<file path="src/rtl/gf4_mask_pkg.sv">
// Shared constants and state type for the GF(2^4) mask-refresh slice.
// Four Boolean shares of a nibble, refreshed with 12 bits of randomness.
package gf4_mask_pkg;

   localparam int NSHARES    = 4;
   localparam int GF4_W      = 4;
   localparam int RND_W      = 12;
   localparam int SHARE_W    = NSHARES * GF4_W;
   localparam int WARMUP_DEF = 16;

   typedef enum logic {
      WARMUP,
      RUN
   } state_e;

endpackage

</file>
<file path="src/rtl/gf4_share_fifo2.sv">
// Two-entry FIFO holding packed refreshed shares.
// Read data comes straight from the storage registers.
module gf4_share_fifo2
   import gf4_mask_pkg::*;
(
   input  logic               clk,
   input  logic               rst_n,
   input  logic               push_i,
   input  logic [SHARE_W-1:0] wdata_i,
   input  logic               pop_i,
   output logic [SHARE_W-1:0] rdata_o,
   output logic [1:0]         occ_o
);

   logic [SHARE_W-1:0] mem_q [2];
   logic               wptr_q;
   logic               rptr_q;
   logic [1:0]         occ_q;
   logic [1:0]         occ_d;
   logic               do_push;
   logic               do_pop;

   assign do_push = push_i && (occ_q != 2'd2);
   assign do_pop  = pop_i && (occ_q != 2'd0);

   always_comb begin
      occ_d = occ_q;
      unique case ({do_push, do_pop})
         2'b10:   occ_d = occ_q + 2'd1;
         2'b01:   occ_d = occ_q - 2'd1;
         default: occ_d = occ_q;
      endcase
   end

   // 1-bit pointers wrap 1->0 on their own
   always_ff @(posedge clk or negedge rst_n) begin
      if (!rst_n) begin
         for (int i = 0; i < 2; i++) mem_q[i] <= '0;
         wptr_q <= 1'b0;
         rptr_q <= 1'b0;
         occ_q  <= 2'd0;
      end else begin
         if (do_push) begin
            mem_q[wptr_q] <= wdata_i;
            wptr_q        <= wptr_q + 1'b1;
         end
         if (do_pop) rptr_q <= rptr_q + 1'b1;
         occ_q <= occ_d;
      end
   end

   assign rdata_o = mem_q[rptr_q];
   assign occ_o   = occ_q;

endmodule

</file>
<file path="src/rtl/gf4_mask_refresh.sv">
// Re-masks a 4-share GF(2^4) operand with fresh randomness, after a
// PRNG warm-up, and buffers results in a 2-entry FIFO.
module gf4_mask_refresh
   import gf4_mask_pkg::*;
#(
   parameter int WARMUP_CYCLES = WARMUP_DEF,
   parameter bit REFRESH_EN    = 1'b1
) (
   input  logic             clk,
   input  logic             rst_n,
   input  logic             in_valid,
   output logic             in_ready,
   input  logic [GF4_W-1:0] in_1,
   input  logic [GF4_W-1:0] in_2,
   input  logic [GF4_W-1:0] in_3,
   input  logic [GF4_W-1:0] in_4,
   input  logic             rnd_valid,
   output logic             rnd_ready,
   input  logic [RND_W-1:0] rnd,
   output logic             out_valid,
   input  logic             out_ready,
   output logic [GF4_W-1:0] out_1,
   output logic [GF4_W-1:0] out_2,
   output logic [GF4_W-1:0] out_3,
   output logic [GF4_W-1:0] out_4,
   output logic [7:0]       beat_cnt
);

   localparam int WCW = $clog2(WARMUP_CYCLES + 1);

   state_e             state_q, state_d;
   logic [WCW-1:0]     wcnt_q, wcnt_d;
   logic [7:0]         bcnt_q, bcnt_d;
   logic [1:0]         occ;
   logic               accept;
   logic               pop;
   logic [RND_W-1:0]   rm;
   logic [GF4_W-1:0]   r0, r1, r2;
   logic [SHARE_W-1:0] wdata;
   logic [SHARE_W-1:0] rdata;

   always_comb begin
      state_d   = state_q;
      wcnt_d    = wcnt_q;
      in_ready  = 1'b0;
      rnd_ready = 1'b0;
      unique case (state_q)
         WARMUP: begin
            // Reset also gates the combinational PRNG handshake
            rnd_ready = rst_n;
            if (rnd_valid) begin
               wcnt_d = wcnt_q + WCW'(1);
               if (wcnt_q == WCW'(WARMUP_CYCLES - 1)) state_d = RUN;
            end
         end
         RUN: begin
            in_ready  = rnd_valid && (occ != 2'd2);
            rnd_ready = in_valid && in_ready;
         end
         default: ;
      endcase
   end

   assign accept = in_valid && in_ready;
   assign pop    = out_valid && out_ready;
   assign bcnt_d = bcnt_q + 8'(pop);

   assign rm = REFRESH_EN ? rnd : '0;
   assign r0 = rm[3:0];
   assign r1 = rm[7:4];
   assign r2 = rm[11:8];

   // Each share only mixes with its own mask terms
   assign wdata = {in_1 ^ r0,
                   in_2 ^ r1,
                   in_3 ^ r2,
                   in_4 ^ r0 ^ r1 ^ r2};

   always_ff @(posedge clk or negedge rst_n) begin
      if (!rst_n) begin
         state_q <= WARMUP;
         wcnt_q  <= '0;
         bcnt_q  <= '0;
      end else begin
         state_q <= state_d;
         wcnt_q  <= wcnt_d;
         bcnt_q  <= bcnt_d;
      end
   end

   gf4_share_fifo2 u_fifo (
      .clk     (clk),
      .rst_n   (rst_n),
      .push_i  (accept),
      .wdata_i (wdata),
      .pop_i   (pop),
      .rdata_o (rdata),
      .occ_o   (occ)
   );

   assign out_valid = (occ != 2'd0);
   assign {out_1, out_2, out_3, out_4} = rdata;
   assign beat_cnt = bcnt_q;

endmodule

</file>
<file path="config.mk">
export PLATFORM = sky130hd
export DESIGN_NAME = gf4_mask_refresh
export DESIGN_NICKNAME = d
export VERILOG_FILES = /design/src/rtl/gf4_mask_pkg.sv /design/src/rtl/gf4_share_fifo2.sv /design/src/rtl/gf4_mask_refresh.sv
export SDC_FILE = /design/constraint.sdc
export NUM_CORES = 1
export LEC_CHECK = 0
export ABC_AREA = 1
export CELL_PAD_IN_SITES_DETAIL_PLACEMENT = 1
export CELL_PAD_IN_SITES_GLOBAL_PLACEMENT = 2
export CORE_ASPECT_RATIO = 0.5
export CORE_MARGIN = 4
export CORE_UTILIZATION = 30
export CTS_BUF_LIST = sky130_fd_sc_hd__clkbuf_8
export DETAILED_ROUTE_END_ITERATION = 6
export PLACE_DENSITY = 0.84
export SYNTH_ARGS = -nofsm -noshare
export SYNTH_HDL_FRONTEND = slang
export SYNTH_HIERARCHICAL = 1
export SYNTH_SLANG_ARGS = --single-unit
</file>
<file path="constraint.sdc">
create_clock -name clk -period 2.1 [get_ports clk]
set_input_delay 0.525 -clock clk [delete_from_list [all_inputs] [get_ports clk]]
set_output_delay 0.525 -clock clk [all_outputs]
set_load 0.01 [all_outputs]
</file>
Word level (Yosys, flattened, before mapping)
Cells that the tools add are included.
{ "classes": {"n_addsub": 6, "magnitude_cmp": 3, "eq_ne": 4, "muxes": 12, "n_bitwise": 9, "reduce_logical": 10} }
{ "op_table": {"columns": ["operator", "n"], "rows": [
  ["$mux W16", 4],
  ["$bwmux W32", 1],
  ["$xor A4 B4 Y4", 6],
  ["$demux W16 S1", 1],
  ["$add A8 B1 Y8", 1],
  ["$logic_and A1 B1 Y1", 7],
  ["$add A5 B1 Y5 const B", 1],
  ["$eq A5 B4 Y1 const B", 1],
  ["$ge A2 B2 Y1 const B", 2],
  ["$mux W1", 4],
  ["$not A1 Y2", 2],
  ["$pmux W2 S2", 1],
  ["$reduce_bool A2 Y1", 2],
  ["$add A1 B1 Y1 const B", 2],
  ["$add A2 B1 Y2 const B", 1],
  ["$eq A2 B1 Y1 const B", 1],
  ["$eq A2 B2 Y1 const B", 1],
  ["$lt A2 B1 Y1 const B", 1],
  ["$ne A2 B2 Y1 const B", 1],
  ["$pmux W1 S2", 1],
  ["$reduce_and A2 Y1", 1],
  ["$sub A2 B1 Y2 const B", 1],
  ["$not A1 Y1", 1]
]} }
{ "word_totals": {"ff_bits": 50, "inputBits": 33, "output_inout_bits": 27, "elab_cells": 52} }

Longest topological paths before layout
{ "logic_depth": {"word_depth": 7, "depth_mapped": 12} }

Hierarchy
The synthesis kept the hierarchy.
{ "by_module_without_submodules": {"columns": ["mod", "instances", "cells_per_inst", "area_each_um2", "seq_area_each_um2"], "rows": [
  ["gf4_share_fifo2", 1, 221, 1779.2, 900.9],
  ["gf4_mask_refresh", 1, 133, 985.9, 350.3]
]} }

Least setup slack after synthesis
Ideal clock, no wire load.
{ "synth_timing": {"path_kind": "input port to flip-flop", "start": "input port in_valid", "end": "register u_fifo.occ_q[1] (netlist: u_fifo/occ_o[1])", "setup_time_ns": 0.117, "arrival_ns": 1.471, "required_ns": 1.983, "path_slack_ns": 0.512, "cell_stages": 9, "n_path_buf": 1, "path_cell_list": "nand4_1 inv_1 buf_2 nand2_1 ha_1 inv_1 nand3_1 nand2_1 nand2_1"} }
{ "synth_via": {"elab_chain_len": 4, "word_cells_on_any_way": 6, "cone_classes": "eq/ne: 2; mux: 1; reduce/logical: 3"} }
{ "synth_lines": {"columns": ["element", "line", "rtl"], "rows": [
  ["from (decl)", "gf4_mask_refresh.sv:11", "input logic in_valid,"],
  ["$logic_and A1 B1 Y1 (*)", "gf4_mask_refresh.sv:64", "assign accept = in_valid && in_ready;"],
  ["named net accept", "gf4_mask_refresh.sv:35", "logic accept;"],
  ["$logic_and A1 B1 Y1 (*)", "gf4_share_fifo2.sv:23", "assign do_push = push_i && (occ_q != 2'd2);"],
  ["$eq A2 B1 Y1 / $eq A2 B2 Y1 (equally long branches)", "gf4_share_fifo2.sv:28", "unique case ({do_push, do_pop})"],
  ["$pmux W2 S2 / $reduce_bool A2 Y1 (equally long branches)", null, null],
  ["to (signal assigned)", "gf4_share_fifo2.sv:41", "occ_q <= 2'd0;"],
  ["to (signal assigned)", "gf4_share_fifo2.sv:48", "occ_q <= occ_d;"],
  ["to (decl)", "gf4_share_fifo2.sv:18", "logic [1:0] occ_q;"]
]} }
Mark *: on every way through the listed nets, which the timed path passes. The rest lies on a longest branch.
A chain may end at the register's enable or synchronous reset.

Worst setup path after layout
{ "layout_timing": {"start": "input port rnd_valid", "end": "output port rnd_ready"} }
{ "layout_via": {"elab_chain_len": 3} }
{ "layout_lines": {"columns": ["element", "line", "rtl"], "rows": [
  ["from (decl)", "gf4_mask_refresh.sv:17", "input logic rnd_valid,"],
  ["$logic_and A1 B1 Y1", "gf4_mask_refresh.sv:57", "in_ready = rnd_valid && (occ != 2'd2);"],
  ["$logic_and A1 B1 Y1", "gf4_mask_refresh.sv:58", "rnd_ready = in_valid && in_ready;"],
  ["$pmux W1 S2", "gf4_mask_refresh.sv:47", "unique case (state_q)"],
  ["to (decl)", "gf4_mask_refresh.sv:18", "output logic rnd_ready,"]
]} }
No other way between the ends.

==> results.txt <==
- The flow ran to the end, and the final reports show no timing, DRC or antenna violations.
- In this run the clock root is driven by a clkbuf_8.
- Peak ir drop on the vdd network: 0.424 mV
- After detailed routing, the met3 layer carries 386 µm of wire.
- After synthesis, the mean cell area works out to 7.81 µm².
- Worst hold-check path type: in2async
* Yosys synthesis warning count: 6
* Routed len/inst: 14.4 µm
* Setup repair after global routing missed its margin: false
* Shortest period the worst path allows: 2000 ps
- Sort of element at the end of the critical path: primary output
* Number of vias per cell after detailed routing: 4.69
* Cts bufs inserted: 5
- Most area-hungry cell type in the Yosys netlist: dfrtp_1
- Setup violations remaining at the end of the flow were counted as 0.
- The top cell types in the final layout, fill and taps aside, are nand2_1 (170), dfrtp_1 (48), clkdlybuf4s50_1 (39).
* Achievable clock frequency: 500 MHz
* Number of distinct library cells after synthesis: 22
- Number of port buffers: 59
- CP max FO: 3
* Sequential-to-total area share from yosys stat: 45.2%
- GP Congestion: 0.742
- Wire length the detailed router placed on met1: 3.42 mm
- In this run the deepest clock path goes through 2 buffers.
- TritonCTS sink count: 50
* Area enclosed by the die boundary: 0.0109 mm²
* Number of global-route vias before repair: 2,769
- Leaving out fill and tap cells, the most frequent cell in the layout is nand2_1.
- The number of max-slew violations in the final report was 0.
* Startpoint type of the worst setup path: primary input
- Top-Level Pins: 60
- DRC marker count from the first detailed-route iteration: 141
- The initial utilization of the core area, before any placement, comes to 31.3%.
* Register clock-pin slew on the reported worst setup and hold paths: 90 ps
* Worst slew margin relative to its limit: 57.2%
- Max_cap viols: 0
- Global-route congestion overflow total: 0
* Worst setup skew after layout: 6.15 ps
- The highest layer touched by signal routing is met4.
- Die height: 75.9 µm
- Synthesis produced a netlist whose cell count is 354.
- Hpwl dp: 5.63 mm
- At the pin with the least slew margin, the transition time is 642 ps.
- Critical path's top delay family: buffers and inverters
* Area fraction of the dominant cell type after synthesis: 45.2%
- STA puts the critical path data required time at 1570 ps.
* Area grow syn2layout: 29.7%
* Routed met2 length: 3.83 mm
- Total power for the finished layout comes to 4.28 mW.
- Synthesized cell area: 0.00277 mm²
- Worst Path Class, Setup: in2out
- In the final design database the tool counted 457 nets.
- Arr. time, crit path: 1470 ps
- Final worst path period share: 95.2%
- Global-route wire length before repair: 13.3 mm
* Number of buffer and inverter stages on the critical path: 2
- The later pin in the worst-skew pair is clocked with a latency of 320 ps.
* Crit path cell chain: clkdlybuf4s50_1 > nand4_1 > nand2_1 > dlygate4sd2_1
- After floorplanning, the core was divided into 24 placement rows.
- WHS: 345 ps
* Maximum number of pins on one net before global-route repair: 51
- Total of flip-flops plus latches after synthesis: 50
* Pwr/cell area: 1190 mW/mm²
- Counting the fill cells in the layout gives 1,097.
* Placeable core region: 0.00883 mm²
* Antenna violations before repair: 0
- The number of hold violations in the final report is 0.
- Reported leakage power: 1.89 nW
* Aggregate routed wire length: 7.74 mm
- Antenna diode count: 0
- For this run, the slowest stage of the critical path takes 500 ps.
- Syn_nets: 392
- The first detailed-routing pass took 4 iterations.
- For this run, the total global-route usage over all layers was measured as 15.5%.
- The H-tree generated during clock tree synthesis spans 2 levels.
* Fraction of final layout cells sized beyond drive strength 1: 7.62%
* Number of hold buffers added after CTS: 0
- By area the synthesized netlist is led by dfrtp_1 (45%), nand2_1 (23%), nand4_1 (7.7%), xor2_1 (6.0%), inv_1 (3.4%).
* Total via count after detailed routing: 2,518
* Clock tree from TritonCTS: yes
* Die X-Extent: 144 µm
- For this design, the slowest cell found on the critical path is clkdlybuf4s50_1.
- The count of nets left with antenna violations once routing finished came out at 0.
- Remaining routing DRC violations: 0
[cell type report]
cell class | instances | area, µm² | share of cell area, %
Clock buffer | 6 | 82.6 | 2.30
Tap cell | 117 | 146 | 4.08
Multi-Input combinational cell | 260 | 1300 | 36.2
Sequential cell | 50 | 1250 | 35.0
Timing Repair Buffer | 73 | 687 | 19.2
Clock inverter | 2 | 8.76 | 0.244
Inverter | 29 | 109 | 3.04
[per-layer routing]
| metal | GRT usage (%) | vias to the layer above |
|---|---|---|
| met5 | 0 | - |
| met4 | 5.22 | 0 |
| met3 | 3.26 | 9 |
| met2 | 27.3 | 50 |
| met1 | 19.5 | 1217 |
| li1 | - | 1242 |
[power breakdown]
group	switching (mW)	internal, mW	leakage (nW)	total (mW)
clock network	0.335	0.262	0.0524	0.597
logic	1.23	0.867	1.21	2.10
registers	0.245	1.34	0.623	1.59
total	1.81	2.47	1.89	4.28
[through the flow]
stage / area [µm²] / instances / util, % / TNS (ps) / setup slack [ps]
3_5_place_dp: 3490 / 527 / 39.6 / -4800 / -182
4_1_cts: 3580 / 536 / 40.5 / 0 / 9.78
6_report: 3590 / 537 / 40.6 / 0 / 100
3_3_place_gp: 3490 / 527 / 39.6 / -3330 / -158
5_1_grt: 3590 / 537 / 40.6 / 0 / 26.8
2_1_floorplan: 2770 / 354 / - / 0 / 512
[cell usage after synthesis (all sizes together)]
cell and count:
xnor2 8, nor3 1, nor2 6, buf 15, ha 5, clkinv 1
nand3 9, dfrtp 50, o21a 1, nand4 34, inv 28, or2 1
xor2 19, nand2 172, o21ai 4
[cell families (layout without fill, tap and decap cells)]
group                      after synthesis  after routing  share of synthesized area [%]
buffers and inverters                   44            110                           7.78
AOI/OAI and AO/OA                        5              5                          0.996
adders and majority gates                5              5                           2.26
xor gates and xnor gates                27             27                           8.55
DFF                                     50             50                           45.2
and+or+nand+nor                        223            223                           35.2
[registers in the layout, summed over array words and instances, names as in the netlist]
name           flops
beat_cnt           8
u_fifo/rptr_q      1
wcnt_q             5
u_fifo/mem_q      32
u_fifo/wptr_q      1
u_fifo/occ_o       2
state_q            1
[worst paths after layout]
path,from,endpoint,slack (ps),cells after the start
worst max-delay path,rnd_valid,rnd_ready,100,4
min in group clk,u_fifo/mem_q[30]$_DFFE_PN0P_,u_fifo/mem_q[30]$_DFFE_PN0P_,480,2
worst min-delay path,rst_n,wcnt_q[0]$_DFFE_PN0P_,350,2
max in group asynchronous,rst_n,u_fifo/occ_o[0]$_DFFE_PN0P_,1300,2
worst min register to register,u_fifo/mem_q[30]$_DFFE_PN0P_,u_fifo/mem_q[30]$_DFFE_PN0P_,480,2
worst max register to register,u_fifo/occ_o[0]$_DFFE_PN0P_,u_fifo/mem_q[25]$_DFFE_PN0P_,310,10
[what timing repair did]
item / in CTS / in global routing
buffers inserted: 1 / 1
gates resized for setup: 21 / 1
endpoints found under the setup margin: 19 / 1
No activity file was read; power rests on OpenSTA's default activity.
